File: config.mk
export PLATFORM = sky130hd
export DESIGN_NAME = serial_word_collector
export DESIGN_NICKNAME = d
export VERILOG_FILES = /design/src/rtl/serial_word_collector.sv
export SDC_FILE = /design/constraint.sdc
export NUM_CORES = 1
export LEC_CHECK = 0
export ABC_CLOCK_PERIOD_IN_PS = 3040
export CORE_MARGIN = 4
export CORE_UTILIZATION = 51
export DETAILED_ROUTE_END_ITERATION = 6
export PLACE_DENSITY = 0.88
export SYNTH_ARGS = -nofsm -noshare
export SYNTH_HDL_FRONTEND = slang
export SYNTH_SLANG_ARGS = --single-unit
File: constraint.sdc
create_clock -name clk -period 3.04 [get_ports clk]
set_clock_uncertainty 0.1 [all_clocks]
set_input_delay 0.608 -clock clk [delete_from_list [all_inputs] [get_ports clk]]
set_output_delay 0.608 -clock clk [all_outputs]
set_load 0.1 [all_outputs]
File: src/rtl/serial_word_collector.sv
// Collects WIDTH qualified serial bits into a word and presents it through a
// one-entry valid/ready holding register; words lost to backpressure set a sticky overflow flag.
module serial_word_collector #(
  parameter int WIDTH     = 8,
  parameter bit MSB_FIRST = 1'b1,
  parameter int CNT_W     = $clog2(WIDTH)
) (
  input  logic             clk,
  input  logic             reset,
  input  logic             din,
  input  logic             din_valid,
  output logic [WIDTH-1:0] dout,
  output logic             dout_valid,
  input  logic             dout_ready,
  output logic [CNT_W-1:0] bit_count,
  output logic             overflow,
  input  logic             overflow_clr
);

  logic [WIDTH-1:0] sreg;
  logic [WIDTH-1:0] word_next;
  logic             last;
  logic             drain;

  // word_next doubles as the shifted partial word and, on the last bit, the completed word
  always_comb begin
    word_next = sreg;
    if (MSB_FIRST) word_next = {sreg[WIDTH-2:0], din};
    else           word_next = {din, sreg[WIDTH-1:1]};
  end

  assign last  = din_valid && (bit_count == CNT_W'(WIDTH-1));
  assign drain = dout_valid && dout_ready;

  always_ff @(posedge clk) begin
    if (reset) begin
      sreg       <= '0;
      bit_count  <= '0;
      dout       <= '0;
      dout_valid <= 1'b0;
      overflow   <= 1'b0;
    end else begin
      if (last) begin
        sreg      <= '0;
        bit_count <= '0;
      end else if (din_valid) begin
        sreg      <= word_next;
        bit_count <= bit_count + CNT_W'(1);
      end

      // a full register drained on the completion edge reloads without a bubble
      if (last && (!dout_valid || dout_ready)) begin
        dout       <= word_next;
        dout_valid <= 1'b1;
      end else if (drain) begin
        dout_valid <= 1'b0;
      end

      // a drop beats a simultaneous clear
      if (last && dout_valid && !dout_ready) overflow <= 1'b1;
      else if (overflow_clr)                 overflow <= 1'b0;
    end
  end

endmodule

==> results.sh, run 1 <==
export IMPL_outcome="finished, final reports clean"
export IMPL_die_area_um2=2409
export IMPL_drive_gt1_frac=0.2143
export IMPL_crit_type="in2reg"
export IMPL_drv_cap=0
export IMPL_r2r_end="sreg[5]$_SDFFE_PP0P_"
export IMPL_synth_mux_area_frac=0.1977
export IMPL_reg2reg_slack_ps=1520
export IMPL_antenna_cells=0
export IMPL_hold_ws_ps=378.0
export IMPL_mappedNetlistNets=88
export IMPL_core_area_um2=1559
export IMPL_grt_max_degree=20
export IMPL_ir_worst_vdd_uv=323.8
export IMPL_setup_viol_count_final=0
export IMPL_drt_first_pass_iters=4
export IMPL_ff_latch_area_um2=400.4
export IMPL_cts_sinks=20
export IMPL_hold_violations=0
export IMPL_dr_wl_met2_um=783
export IMPL_ys_top_cells_by_area="dfxtp_1, mux2i_1, nand2b_1"
export IMPL_viasPerCell=5.096
export IMPL_fin_crit_sh=0.5873
export IMPL_cts_hold_buffers_added=0
export IMPL_drt_wl_total_mm=1.461
export IMPL_p_leak_uw=0.0004337
export IMPL_max_freq_mhz=560.1
export IMPL_worstHoldPathType="reg2reg"
export IMPL_place_area_um2=989.7
export IMPL_cp_max_fo=19
export IMPL_wl_met3_um=55
export IMPL_cts_buffers=3
export IMPL_grt_pass1_wl_mm=2.511
export IMPL_synth_top_family_by_area="simple AND/OR/NAND/NOR gates"
export IMPL_yosysTopAreaCell="dfxtp_1"
export IMPL_drc=0
export IMPL_synth_warnings=0
export IMPL_startpoint_type="input pin"
export IMPL_multi_input_area_um2=410.4
export IMPL_first_global_vias=581
export IMPL_postRouteAntennaNets=0
export IMPL_post_cts_buffers=0
export IMPL_wirelength_met1_um=584
export IMPL_synth_compound_area_share=0.01599
export IMPL_min_period_ps=1785
export IMPL_crit_start="reset"
export IMPL_port_buffers=18
export IMPL_final_common_cell="dfxtp_1"
export IMPL_ys_seq_area_frac=0.4651
export IMPL_ctsResizeCount=0
export IMPL_clock_path_buffers=2
export IMPL_critPathCaptureType="register"
export IMPL_n_fill_cell=129
export IMPL_r2r_start="bit_count[0]$_SDFFE_PP0P_"
export IMPL_synth_cells=80
export IMPL_maxUsedRoutingLayer="met4"
export IMPL_finalMaxSlewViolations=0
export IMPL_worstMarginPinSlew_ps=466.9
export IMPL_synthSimpleGateAreaFrac=0.2238
export IMPL_wl_per_cell_um=12.82
export IMPL_grt_util_all_layers=0.1400
export IMPL_whs_path_depth=2
export IMPL_nets=107
export IMPL_std_cell_rows=14
export IMPL_timing_setup_tns_ps=0
export IMPL_min_delay_start="dout[1]$_SDFFE_PP0P_"
export IMPL_synth_top_area_frac=0.4651
export IMPL_root_buffer="clkbuf_4"
export IMPL_maxSlewHeadroom=0.6878
export IMPL_num_io_pins=19
export IMPL_synth_distinct_cells=15
export IMPL_fp_dieW_um=49.09
export IMPL_drt_iter0_markers=5
export IMPL_final_cell_mix="dfxtp_1, nand2b_1, mux2i_1, buf_4, nor2_1"
export IMPL_area_growth_pct=19.19
export IMPL_globalplace_congestion=0.6823
export IMPL_start_util=0.5522
export IMPL_postLayoutCellArea_um2=1026
export IMPL_vias=581
export IMPL_required_ps=3130
export IMPL_gr_total_overflow=0
export IMPL_ys_ff_latch=20
export IMPL_synthAdderAreaFrac=0.02907
export IMPL_clk_pin_slew_ps=110
export IMPL_arrival_ps=1880
export IMPL_clk_latency_ps=310
export IMPL_rr_worst_depth=5
export IMPL_p_per_area_nw_per_um2=470.6
export IMPL_syn_avg_cell_area_um2=10.76
export IMPL_synthXorXnorAreaFrac=0.01017
export IMPL_antenna_found_initial=0
export IMPL_cts_tree="built"
export IMPL_hpwl_mm=1.074
export IMPL_rsz0062_at_grt="no"
export IMPL_synth_area_um2=860.8
export IMPL_die_y_um=49.09
export IMPL_hold_end="dout[1]$_SDFFE_PP0P_"
export IMPL_htreeDepth=1
sequential cells by signal (all words and copies together), names as in the netlist:
register	flops
sreg	7
overflow	1
dout_valid	1
bit_count	3
dout	8
critical path, cell delays in order:
cell and delay [ps]:
clkdlybuf4s50_1 760, nand2b_1 400, nor2_1 100
layer usage:
| layer | track usage | vias up |
|---|---|---|
| li1 | - | 294 |
| met1 | 0.1380 | 274 |
| met2 | 0.2478 | 9 |
| met3 | 0.04893 | 4 |
| met4 | 0.08531 | 0 |
| met5 | 0 | - |
logic make-up (layout without fill, tap and decap cells):
family | Yosys count | count (layout)
AND/OR/NAND/NOR | 32 | 32
AO/OA/AOI/OAI | 2 | 2
buffers and inverters | 6 | 24
adder cells (fa/ha/maj) | 2 | 2
XOR/XNOR | 1 | 1
flip-flops | 20 | 20
multiplexers | 17 | 17
area by class of cell:
type	instances	share of cell area
Multi-Input combinational cell	54	0.4000
Sequential cell	20	0.3902
Timing Repair Buffer	19	0.1512
Clock buffer	4	0.03537
Tap cell	16	0.01951
Inverter	1	0.003659
through the flow:
step	utilization	setup WS (ps)	instances	total power (uW)
global placement	0.6348	998.5	110	331.5
global route	0.6581	1174	114	503.8
finish	0.6581	1255	114	482.9
floorplan	-	963.9	80	322.3
CTS	0.6581	1245	114	486.4
detailed placement	0.6348	915.4	110	333.5
how the worst max path moves through the flow:
stage / to / slack [ps]
after floorplan: dout[0]$_SDFFE_PP0P_ / 960
after global placement: sreg[1]$_SDFFE_PP0P_ / 1000
after detailed placement: bit_count[0]$_SDFFE_PP0P_ / 920
after CTS: sreg[5]$_SDFFE_PP0P_ / 1250
after global routing: sreg[3]$_SDFFE_PP0P_ / 1170
final: sreg[5]$_SDFFE_PP0P_ / 1250
synth_stat cells:
cell       n
dfxtp_1   20
mux2i_1   17
nand2b_1  17
nor2_1    12
buf_6      3
ha_1       2
a21oi_1    1
a32oi_1    1
and2b_4    1
buf_2      1
buf_4      1
inv_1      1
nand2_4    1
nor2_8     1
xnor2_1    1
power by group:
part	switching, uW	internal (uW)	total (uW)	leakage, uW
registers	3.98	266	270	0.000162
logic	35.6	21.1	56.7	0.000251
clock network	82.4	73.2	156	0.0000210
Note: power is estimated with default switching activity, not from simulation.
==> inputs of run 2 (changes only) <==
- ABC_CLOCK_PERIOD_IN_PS: 3040 -> 1550
- CORE_UTILIZATION: 51 -> 43
- PLACE_DENSITY: 0.88 -> 0.79
- clock period: 3.04 -> 1.55 ns (I/O delays scaled with it)
==> run 2 against run 1 <==
  * Wire length rose by 7.2%
  * Non-clock buffer count rose by 2
  * Count of clock-buffer cells in the layout fell by 1
  * Global-route usage fell by 0.40 points
  * Core utilization rose by 2.0 points
  * Cell count rose by 9.6%
  * Design area rose by 19%
  * Flip-flop and latch count did not move
  * Worst hold slack improved by 18 ps
  * Largest cell class unchanged
  * Highest routed layer unchanged
==> results.sh, run 2 (same netlist as run 1, synthesis figures left out) <==
export IMPL_die_area_um2=2782
export IMPL_htreeDepth=1
export IMPL_drt_iter0_markers=8
export IMPL_multi_input_area_um2=415.4
export IMPL_required_ps=1670
export IMPL_globalplace_congestion=0.7287
export IMPL_largest_register_ffs=8
export IMPL_cp_buffers_inverters=0
export IMPL_grt_max_degree=17
export IMPL_num_io_pins=19
export IMPL_hpwl_mm=1.187
export IMPL_final_common_cell="mux2i_1"
export IMPL_cpPeakStageDelay_ps=390
export IMPL_top_register="dout"
export IMPL_std_cell_rows=15
export IMPL_fp_dieW_um=52.74
export IMPL_clock_path_buffers=2
export IMPL_antenna_found_initial=0
export IMPL_postRouteAntennaNets=0
export IMPL_path_cells="ha_1, ha_2, nand2_4, nor2_8, mux2i_1"
export IMPL_drt_first_pass_iters=2
export IMPL_ff_latch_area_um2=412.9
export IMPL_drt_wl_total_mm=1.566
export IMPL_cts_hold_buffers_added=0
export IMPL_fin_crit_sh=0.9387
export IMPL_maxSlewHeadroom=0.8819
export IMPL_cts_sinks=20
export IMPL_wl_per_cell_um=12.53
export IMPL_vias=585
export IMPL_hold_violations=0
export IMPL_first_global_vias=645
export IMPL_clk_latency_ps=290
export IMPL_nets=109
export IMPL_die_y_um=52.74
export IMPL_root_buffer="clkbuf_4"
export IMPL_worstHoldPathType="reg2reg"
export IMPL_largestRegisters="dout (8), sreg (7), bit_count (3)"
export IMPL_cp_max_fo=8
export IMPL_critPathTopFamily="flip-flops"
export IMPL_outcome="finished, final reports clean"
export IMPL_postLayoutSetupSlackWorst_ps=94.96
export IMPL_place_area_um2=1194
export IMPL_drc=0
export IMPL_antenna_cells=0
export IMPL_finalMaxSlewViolations=0
export IMPL_drv_cap=0
export IMPL_hold_ws_ps=396.1
export IMPL_viasPerCell=4.680
export IMPL_area_growth_pct=42.01
export IMPL_cts_buffers=3
export IMPL_p_leak_uw=0.0004751
export IMPL_cts_tree="built"
export IMPL_gr_total_overflow=0
export IMPL_rsz0062_at_grt="no"
export IMPL_postLayoutCellArea_um2=1222
export IMPL_crit_type="reg2reg"
export IMPL_final_cell_mix="mux2i_1, nand2b_1, dfxtp_1, buf_12, nor2_1"
export IMPL_max_freq_mhz=687.3
export IMPL_grt_util_all_layers=0.1360
export IMPL_drive_gt1_frac=0.2800
export IMPL_core_area_um2=1802
export IMPL_cpMaxStageDelayCell="dfxtp_4"
export IMPL_port_buffers=18
export IMPL_grt_pass1_wl_mm=2.760
export IMPL_min_period_ps=1455
export IMPL_setup_viol_count_final=0
export IMPL_startpoint_type="register"
export IMPL_start_util=0.4778
export IMPL_critPathCaptureType="register"
export IMPL_p_per_area_nw_per_um2=741.0
export IMPL_n_fill_cell=130
export IMPL_worstMarginPinSlew_ps=172.2
export IMPL_arrival_ps=1570
export IMPL_clk_pin_slew_ps=110
export IMPL_ir_worst_vdd_uv=669.5
export IMPL_pre_cts_ws_ps=-63.77
## run 2: cell types whose count changed in the layout (fill, tap and decap cells not counted), sizes merged
cell and change:
clkbuf -1, buf +2, clkinv +1
## run 2: cell type report
type,instances,area share
Tap cell,25,0.02559
Timing Repair Buffer,21,0.2723
Inverter,1,0.003071
Clock inverter,1,0.003071
Clock buffer,3,0.01842
Multi-Input combinational cell,54,0.3398
Sequential cell,20,0.3378
## run 2: power breakdown
| group | leakage (uW) | switching, uW | internal (uW) |
|---|---|---|---|
| clock network | 0.0000154 | 149 | 93.5 |
| logic | 0.000295 | 71.2 | 59.4 |
| registers | 0.000164 | 11.1 | 522 |
## run 2: per-stage QoR
stage / setup TNS (ps) / cells / power [uW] / utilization
2_1_floorplan: 0 / 80 / 631.8 / -
3_3_place_gp: 0 / 121 / 671.8 / 0.6625
3_5_place_dp: -316.7 / 121 / 674.5 / 0.6625
4_1_cts: 0 / 125 / 915.4 / 0.6771
5_1_grt: 0 / 125 / 948.2 / 0.6785
6_report: 0 / 125 / 905.8 / 0.6785
## run 2: final timing paths
path                                   from                   end  slack, ps  depth (start not counted)
setup / recovery  bit_count[0]$_SDFFE_PP0P_  dout[5]$_SDFFE_PP0P_         90                          5
hold / removal         sreg[6]$_SDFFE_PP0P_  dout[7]$_SDFFE_PP0P_        400                          2
setup reg to reg  bit_count[0]$_SDFFE_PP0P_  dout[5]$_SDFFE_PP0P_         90                          5
hold reg to reg        sreg[6]$_SDFFE_PP0P_  dout[7]$_SDFFE_PP0P_        400                          2
## run 2: timing repair
action,4_1_cts,5_1_grt
setup endpoints to repair,0,5
resized for setup,0,1
setup buffers,0,0
## run 2: worst register-to-register path, delay by kind of cell, from the launching register on
family / cells / cell delay, ps
DFF: 1 / 390
adders and majority gates: 2 / 380
and+or+nand+nor: 2 / 290
muxes: 1 / 230
## run 2: per-layer routing
metal | up-vias | global-route usage | wire [um]
met5 | - | 0 | 0
met4 | 0 | 0.06383 | 26
met3 | 4 | 0.03134 | 80
met2 | 14 | 0.2293 | 768
met1 | 267 | 0.1606 | 691
li1 | 300 | - | -
==> inputs of run 3 (changes only) <==
- CORE_UTILIZATION: 43 -> 52
- DONT_BUFFER_PORTS: default -> 1
- PLACE_DENSITY: 0.79 -> 0.77
==> run 3 against run 2 <==
  * Design area is 17% lower
  * Combinational power is 33% lower
  * Count of clock-buffer cells in the layout is the same
  * Sequential power decreased by 1%
  * Clock power increased by 74%
  * First-iteration DRC count is 63% lower
  * Global-route usage down 1.3 points
==> results.sh, run 3 (same netlist as run 1, synthesis figures left out) <==
export IMPL_maxSlewHeadroom=0.7663
export IMPL_worstMarginPinSlew_ps=350.6
export IMPL_p_per_area_nw_per_um2=1029
export IMPL_wl_met3_um=83
export IMPL_drt_wl_total_mm=1.329
export IMPL_clk_pin_slew_ps=110
export IMPL_hold_violations=0
export IMPL_largestRegisters="dout (8), sreg (7), bit_count (3)"
export IMPL_die_y_um=48.69
export IMPL_wl_per_cell_um=12.19
export IMPL_port_buffers=0
export IMPL_worstHoldPathType="in2reg"
export IMPL_maxUsedRoutingLayer="met4"
export IMPL_fp_dieW_um=48.69
export IMPL_ir_worst_vdd_uv=698.0
export IMPL_crit_start="bit_count[0]$_SDFFE_PP0P_"
export IMPL_setup_viol_count_final=0
export IMPL_p_leak_uw=0.0004200
export IMPL_drc=0
export IMPL_cts_buffers=3
export IMPL_num_io_pins=19
export IMPL_postLayoutSetupSlackWorst_ps=160.3
export IMPL_timing_setup_tns_ps=0
export IMPL_drt_iter0_markers=3
export IMPL_min_delay_start="din"
export IMPL_die_area_um2=2370
export IMPL_cts_hold_buffers_added=1
export IMPL_outcome="finished, final reports clean"
export IMPL_gr_total_overflow=0
export IMPL_hold_ws_ps=46.00
export IMPL_cts_sinks=20
export IMPL_grt_util_all_layers=0.1226
export IMPL_core_area_um2=1541
export IMPL_htreeDepth=1
export IMPL_fin_crit_sh=0.8966
export IMPL_finalMaxSlewViolations=0
export IMPL_root_buffer="clkbuf_4"
export IMPL_critPathCaptureType="register"
export IMPL_post_cts_buffers=0
export IMPL_ctsResizeCount=0
export IMPL_required_ps=1690
export IMPL_rr_worst_depth=5
export IMPL_rsz0062_at_grt="no"
export IMPL_nets=102
export IMPL_drv_cap=0
export IMPL_clk_latency_ps=300
export IMPL_drt_first_pass_iters=4
export IMPL_std_cell_rows=14
export IMPL_vias=534
export IMPL_viasPerCell=4.899
export IMPL_antenna_cells=0
export IMPL_hold_end="dout[0]$_SDFFE_PP0P_"
export IMPL_grt_max_degree=19
export IMPL_drive_gt1_frac=0.2688
export IMPL_grt_pass1_wl_mm=2.256
export IMPL_pre_cts_ws_ps=163.6
export IMPL_largest_register_ffs=8
export IMPL_antenna_found_initial=0
export IMPL_r2r_start="bit_count[0]$_SDFFE_PP0P_"
export IMPL_first_global_vias=485
export IMPL_whs_path_depth=2
export IMPL_r2r_end="sreg[4]$_SDFFE_PP0P_"
export IMPL_dr_wl_met2_um=597
export IMPL_wirelength_met1_um=617
export IMPL_hpwl_um=933.4
export IMPL_startpoint_type="register"
export IMPL_cp_max_fo=10
export IMPL_top_register="dout"
export IMPL_globalplace_congestion=0.6908
export IMPL_clock_path_buffers=2
export IMPL_area_growth_pct=17.30
export IMPL_arrival_ps=1530
export IMPL_min_period_ps=1390
export IMPL_start_util=0.5584
export IMPL_max_freq_mhz=719.6
export IMPL_reg2reg_slack_ps=160
export IMPL_crit_type="reg2reg"
export IMPL_postRouteAntennaNets=0
export IMPL_cts_tree="built"
export IMPL_final_cell_mix="nand2b_1, mux2i_1, dfxtp_1, buf_4, nor2_1"
==> run 3: cell types whose count changed in the layout (fill, tap and decap cells not counted), sizes merged <==
cell,change
bufinv,+1
buf,-3
clkdlybuf4s50,-5
dlygate4sd3,+1
clkinv,-1
==> run 3: worst max-delay path, stage by stage (launching register included) <==
cell and delay (ps):
dfxtp_4 360, ha_1 190, ha_2 200, nand2_4 100, nand2b_1 210, nor2_1 170
==> run 3: worst max path at each step <==
stage,to,slack (ps),cells past startpoint
2_1_floorplan,dout[0]$_SDFFE_PP0P_,10,5
3_3_place_gp,bit_count[2]$_SDFFE_PP0P_,210,5
3_5_place_dp,sreg[4]$_SDFFE_PP0P_,160,5
4_1_cts,dout[6]$_SDFFE_PP0P_,120,5
5_1_grt,sreg[4]$_SDFFE_PP0P_,40,5
6_report,sreg[4]$_SDFFE_PP0P_,160,5
==> run 3: routing by layer <==
layer / global-route usage / vias to the layer above
li1: - / 286
met1: 0.1582 / 232
met2: 0.1717 / 12
met3: 0.03067 / 4
met4: 0.09417 / 0
met5: 0 / -
==> run 3: area by class of cell <==
type / count / area, um2
Inverter: 1 / 3.754
Tap cell: 16 / 20.02
Fill cell: 128 / 531.8
Sequential cell: 20 / 412.9
Multi-Input combinational cell: 54 / 412.9
Timing Repair Buffer: 14 / 107.6
Clock buffer: 3 / 22.52
Clock inverter: 1 / 30.03
==> run 3: power breakdown <==
part	internal, uW	leakage [uW]	switching (uW)
logic	31.0	0.000228	57.2
registers	521	0.000164	5.38
clock network	261	0.0000279	163
==> run 3: through the flow <==
step | std cells | power (uW) | util | area, um2
after global placement | 104 | 623.6 | 0.6144 | 947.2
after CTS | 109 | 1051 | 0.6550 | 1010
after global routing | 109 | 1083 | 0.6550 | 1010
final | 109 | 1039 | 0.6550 | 1010
after floorplan | 80 | 631.8 | - | 875.8
after detailed placement | 104 | 624.6 | 0.6144 | 947.2
